--- src/rtl/prga_chunked_addsub.sv ---
// prga_chunked_addsub: multi-cycle add/sub, one CHUNK_WIDTH carry chain per cycle.
// Define PRGA_ADDSUB_CMP_EN to add the o_lt output and the 10/11 compare ops.
module prga_chunked_addsub #(
    parameter int DATA_WIDTH  = 64,
    parameter int CHUNK_WIDTH = 16
) (
    input  logic                  clk,
    input  logic                  rst_n,
    input  logic                  i_valid,
    output logic                  i_ready,
    input  logic [1:0]            i_op,
    input  logic [DATA_WIDTH-1:0] i_a,
    input  logic [DATA_WIDTH-1:0] i_b,
    output logic                  o_valid,
    input  logic                  o_ready,
    output logic [DATA_WIDTH-1:0] o_result,
    output logic                  o_cout
`ifdef PRGA_ADDSUB_CMP_EN
    ,
    output logic                  o_lt
`endif
);
    localparam int NCHUNK = DATA_WIDTH / CHUNK_WIDTH;
    localparam int IW = $clog2(NCHUNK);

    typedef enum logic [1:0] {IDLE, BUSY, DONE} state_t;
    state_t state_q, state_d;

    logic [DATA_WIDTH-1:0]  a_q, a_d, b_q, b_d, res_q, res_d;
    logic [1:0]             op_q, op_d, acc_op;
    logic [IW-1:0]          idx_q, idx_d;
    logic                   carry_q, carry_d, last, sub;
    logic [CHUNK_WIDTH:0]   sum;

`ifdef PRGA_ADDSUB_CMP_EN
    logic lt_q, lt_d, r_msb, ovf;
    assign acc_op = i_op;
`else
    logic unused_op;
    assign unused_op = i_op[1];
    assign acc_op    = {1'b0, i_op[0]};
`endif

    always_ff @(posedge clk or negedge rst_n) begin
        if (!rst_n) state_q <= IDLE;
        else        state_q <= state_d;
    end

    always_comb begin
        state_d = state_q;
        case (state_q)
            IDLE:    state_d = i_valid ? BUSY : IDLE;
            BUSY:    state_d = last ? DONE : BUSY;
            DONE:    state_d = o_ready ? IDLE : DONE;
            default: state_d = IDLE;
        endcase
    end

    always_comb begin
        i_ready = state_q == IDLE;
        o_valid = state_q == DONE;
    end

    assign last     = idx_q == IW'(NCHUNK - 1);
    assign sub      = |op_q;
    assign o_result = res_q;
    assign o_cout   = carry_q;

    // Operands shift right one chunk per cycle, so chunk k always sits in the low bits;
    // the result fills from the top and is complete after NCHUNK shifts.
    always_comb begin
        sum     = {1'b0, a_q[CHUNK_WIDTH-1:0]}
                + {1'b0, b_q[CHUNK_WIDTH-1:0] ^ {CHUNK_WIDTH{sub}}}
                + {{CHUNK_WIDTH{1'b0}}, carry_q};
        a_d     = a_q;
        b_d     = b_q;
        op_d    = op_q;
        idx_d   = idx_q;
        carry_d = carry_q;
        res_d   = res_q;
        if (state_q == IDLE && i_valid) begin
            a_d     = i_a;
            b_d     = i_b;
            op_d    = acc_op;
            idx_d   = '0;
            carry_d = |acc_op;
        end else if (state_q == BUSY) begin
            a_d     = a_q >> CHUNK_WIDTH;
            b_d     = b_q >> CHUNK_WIDTH;
            res_d   = {sum[CHUNK_WIDTH-1:0], res_q[DATA_WIDTH-1:CHUNK_WIDTH]};
            carry_d = sum[CHUNK_WIDTH];
            idx_d   = last ? '0 : idx_q + 1'b1;
        end
    end

    always_ff @(posedge clk or negedge rst_n) begin
        if (!rst_n) begin
            a_q     <= '0;
            b_q     <= '0;
            op_q    <= '0;
            idx_q   <= '0;
            carry_q <= 1'b0;
            res_q   <= '0;
        end else begin
            a_q     <= a_d;
            b_q     <= b_d;
            op_q    <= op_d;
            idx_q   <= idx_d;
            carry_q <= carry_d;
            res_q   <= res_d;
        end
    end

`ifdef PRGA_ADDSUB_CMP_EN
    // On the last chunk the low bits hold the original top chunk, so its msb is the sign.
    always_comb begin
        r_msb = sum[CHUNK_WIDTH-1];
        ovf   = (a_q[CHUNK_WIDTH-1] ^ b_q[CHUNK_WIDTH-1]) & (a_q[CHUNK_WIDTH-1] ^ r_msb);
        lt_d  = lt_q;
        if (state_q == BUSY && last)
            lt_d = (op_q == 2'b10) ? ~sum[CHUNK_WIDTH] : (op_q == 2'b11) ? r_msb ^ ovf : 1'b0;
    end

    always_ff @(posedge clk or negedge rst_n) begin
        if (!rst_n) lt_q <= 1'b0;
        else        lt_q <= lt_d;
    end

    assign o_lt = lt_q;
`endif
endmodule

--- config.mk ---
export PLATFORM = sky130hd
export DESIGN_NAME = prga_chunked_addsub
export DESIGN_NICKNAME = d
export VERILOG_FILES = /design/src/rtl/prga_chunked_addsub.sv
export SDC_FILE = /design/constraint.sdc
export NUM_CORES = 1
export LEC_CHECK = 0
export CAP_MARGIN = 10
export CORE_AREA = 3 3 185 169
export DETAILED_ROUTE_END_ITERATION = 7
export DIE_AREA = 0 0 188 172
export DONT_BUFFER_PORTS = 1
export GPL_TIMING_DRIVEN = 0
export SLEW_MARGIN = 10
export SYNTH_ARGS = -nofsm -noshare
export SYNTH_HDL_FRONTEND = slang
export SYNTH_SLANG_ARGS = --single-unit
--- constraint.sdc ---
create_clock -name clk -period 2.8 [get_ports clk]
set_input_delay 0.56 -clock clk [delete_from_list [all_inputs] [get_ports clk]]
set_output_delay 0.56 -clock clk [all_outputs]
set_load 0.01 [all_outputs]
==> flow_metrics.env <==
export IMPL_drc=0
export IMPL_syn_nets=1114
export IMPL_dp_hpwl_microns=19100
export IMPL_gp_congestion=0.880
export IMPL_preCtsSetupSlack_ns=-0.180
export IMPL_cp_start_kind="register"
export IMPL_numCtsBuffers=17
export IMPL_grt_busiest_layer="met2"
export IMPL_die_h_microns=172
export IMPL_antenna_found_initial=0
export IMPL_synthArstFlopShare_pct=100
export IMPL_drtAntennaViolNets=0
export IMPL_fin_ws_ns=0.143
export IMPL_grt_start_max_net_pins=199
export IMPL_seq_area_frac_synth_pct=56.1
export IMPL_h_tree_depth=4
export IMPL_end_kind="register"
export IMPL_power_leakage_nw=4.82
export IMPL_rsz0062_at_grt="false"
export IMPL_routed_via_density=4.80
export IMPL_ios=201
export IMPL_final_max_slew_viol_count=0
export IMPL_internal_power_mw=7.97
export IMPL_area_growth_pct=12.9
export IMPL_fp_dieW_microns=188
export IMPL_crit_required_ns=3.10
export IMPL_grt_pass1_vias=6896
export IMPL_clock_sinks=198
export IMPL_diodes=0
export IMPL_synth_area_per_cell_sq_um=9.18
export IMPL_nFillCells=3132
export IMPL_grt_overflow=0
export IMPL_yosysWarnings=0
export IMPL_fin_area_sq_um=9970
export IMPL_cap_violations=0
export IMPL_cts_root_buf="clkbuf_16"
export IMPL_io_buffers=0
export IMPL_p_seq_share_pct=36.9
export IMPL_clk_path_buf_depth=2
export IMPL_hold_path_class="input pin to asynchronous set/reset pin"
export IMPL_dieArea_sq_um=32300
export IMPL_min_period_ns=2.66
export IMPL_slew_headroom_pct=54.3
export IMPL_period_share_pct=94.9
export IMPL_grt_use_met2_pct=24.6
export IMPL_whs_ns=-0.193
export IMPL_reg2reg_depth=10
export IMPL_swShare_pct=45.5
export IMPL_drtPass1Iterations=5
export IMPL_netlist_instances=962
export IMPL_hold_violations=198
export IMPL_multi_input_comb_area_sq_um=3610
export IMPL_totalWireLength_microns=25100
export IMPL_grt_usage_pct=15.8
export IMPL_clock_skew_ns=0.0208
export IMPL_met3_usage_pct=6.89
export IMPL_grt_pass1_wl_microns=39600
export IMPL_switching_power_mw=6.66
export IMPL_ff_latch_area_sq_um=4960
export IMPL_post_route_util_pct=33.6
export IMPL_crit_arrival_ns=2.96
export IMPL_power_density_nw_per_um2=1470
export IMPL_peakVddDrop_mv=0.687
export IMPL_rows=60
export IMPL_setup_violations=0
export IMPL_ys_seq_elements=198
export IMPL_max_freq_mhz=376
export IMPL_clkTransAtPathRegs_ns=0.08
export IMPL_cts_tree="built"
export IMPL_drive_above_1_share_pct=6.83
export IMPL_violations="negative hold slack"
export IMPL_synth_edf_count=0
export IMPL_coreArea_sq_um=29700
export IMPL_vias=6709
export IMPL_status="complete, but fails checks"
export IMPL_finalNetCount=1134
export IMPL_synth_distinct_cells=51
export IMPL_synth_area_leaders="dfrtp_1 (56%), nand2_1 (18%), a22oi_1 (8.2%)"
export IMPL_synth_top_area_share_pct=56.1
export IMPL_clkPwrFrac_pct=17.0
export IMPL_grt_util_met1_pct=20.6
export IMPL_insertion_delay_ns=0.45
export IMPL_timing_worst_setup_path_type="register to register"
export IMPL_start_util_pct=29.8
export IMPL_synth_cell_area_sq_um=8830
export IMPL_wl_per_cell_microns=18.0
export IMPL_combPwrFrac_pct=46.1
export IMPL_synth_ff_type="dfrtp_1"
export IMPL_place_area_sq_um=9340
export IMPL_drt_iter0_markers=514
export IMPL_worst_pin_slew_ns=0.686
export IMPL_synth_top_area_cell="dfrtp_1"
export IMPL_path_max_fanout=10
## Yosys cell counts, types with 3 or more instances
master / number
a21o_1: 4
a21oi_1: 14
a22oi_1: 96
buf_1: 6
buf_2: 21
clkbuf_1: 33
dfrtp_1: 198
ha_1: 16
inv_1: 6
nand2_1: 427
nand3_1: 4
nand4_1: 6
nor2_1: 4
nor2b_1: 3
nor3_1: 4
o211ai_1: 3
o21a_1: 3
o21ai_0: 44
o21ai_1: 5
o31ai_1: 3
xnor2_1: 6
xor2_1: 18
## registers in the layout, summed over array words and instances (netlist names)
register and count:
o_result 64, idx_q 2, o_cout 1, state_q 2
a_q 64, b_q 64, op_q 1
## kinds of logic after synthesis
logic type,after synthesis,synth area share [%]
AOI/OAI and AO/OA,191,14.9
xor gates and xnor gates,24,2.38
adders and majority gates,18,2.72
buffers and inverters,68,3.31
DFF,198,56.1
muxes,1,0.127
and+or+nand+nor,462,20.5
## metal layers
metal / up-vias / routed length (microns)
met5: - / 0
met4: 0 / 288
met3: 18 / 2680
met2: 243 / 11100
met1: 3174 / 11100
li1: 3274 / -
## through the flow
step / TNS [ns] / instances / total power, mW
after floorplan: 0 / 962 / 10.1
after global placement: -0.300 / 1365 / 11.9
after detailed placement: -0.515 / 1365 / 12.1
after CTS: 0 / 1397 / 14.6
after global routing: 0 / 1398 / 16.0
final: 0 / 1398 / 14.6
## critical path, stage by stage, from the launching register on
cell	delay, ns
dfrtp_2	0.44
buf_6	0.17
xnor2_4	0.17
fa_2	0.25
inv_1	0.06
fa_2	0.36
a21o_1	0.19
a221o_2	0.41
a41oi_2	0.22
a2111o_1	0.18
o211ai_2	0.07
## layout make-up
| type | instances | share of cell area [%] |
|---|---|---|
| sequential | 198 | 49.7 |
| multi-input combinational | 696 | 36.2 |
| tap | 403 | 5.06 |
| clock buffer | 17 | 4.27 |
| buffer | 61 | 2.74 |
| clock inverter | 15 | 1.63 |
| inverter | 6 | 0.226 |
| timing repair buffer | 2 | 0.151 |
## final timing paths
check	slack (ns)	to	startpoint
setup / recovery	0.14	o_cout$_DFFE_PN0P_	op_q[0]$_DFFE_PN0P_
hold / removal	-0.19	a_q[56]$_DFFE_PN0P_	rst_n
setup reg to reg	0.14	o_cout$_DFFE_PN0P_	op_q[0]$_DFFE_PN0P_
hold reg to reg	0.48	b_q[42]$_DFFE_PN0P_	b_q[42]$_DFFE_PN0P_
max in group asynchronous	2.75	o_result[31]$_DFFE_PN0P_	rst_n
min in group clk	0.24	b_q[61]$_DFFE_PN0P_	i_b[61]
## power groups by stage
stage          combinational [mW]  clock [mW]  sequential (mW)
2_1_floorplan                5.03           0             5.05
3_3_place_gp                 6.49           0             5.41
3_5_place_dp                 6.62           0             5.46
4_1_cts                      6.68        2.53             5.41
5_1_grt                      7.72        2.65             5.59
6_report                     6.74        2.48             5.40
## cells in the final DEF, fill, tap and decap left out, drive strengths merged, types with 12 or more instances in the layout
| master | Yosys | routed |
|---|---|---|
| a22oi | 96 | 96 |
| clkbuf | 33 | 49 |
| buf | 29 | 31 |
| xor2 | 18 | 18 |
| nand2 | 427 | 427 |
| dfrtp | 198 | 198 |
| o21ai | 49 | 49 |
| a21oi | 14 | 14 |
| inv | 6 | 12 |
| ha | 16 | 16 |
## what timing repair did
action / 4_1_cts / 5_1_grt
gates resized for setup: 2 / 6
hold endpoints to repair: 198 / 198
buffers inserted: 1 / 1
setup endpoints to repair: 5 / 4
pin swaps: 0 / 4
Power figures use the tool's default switching activity.
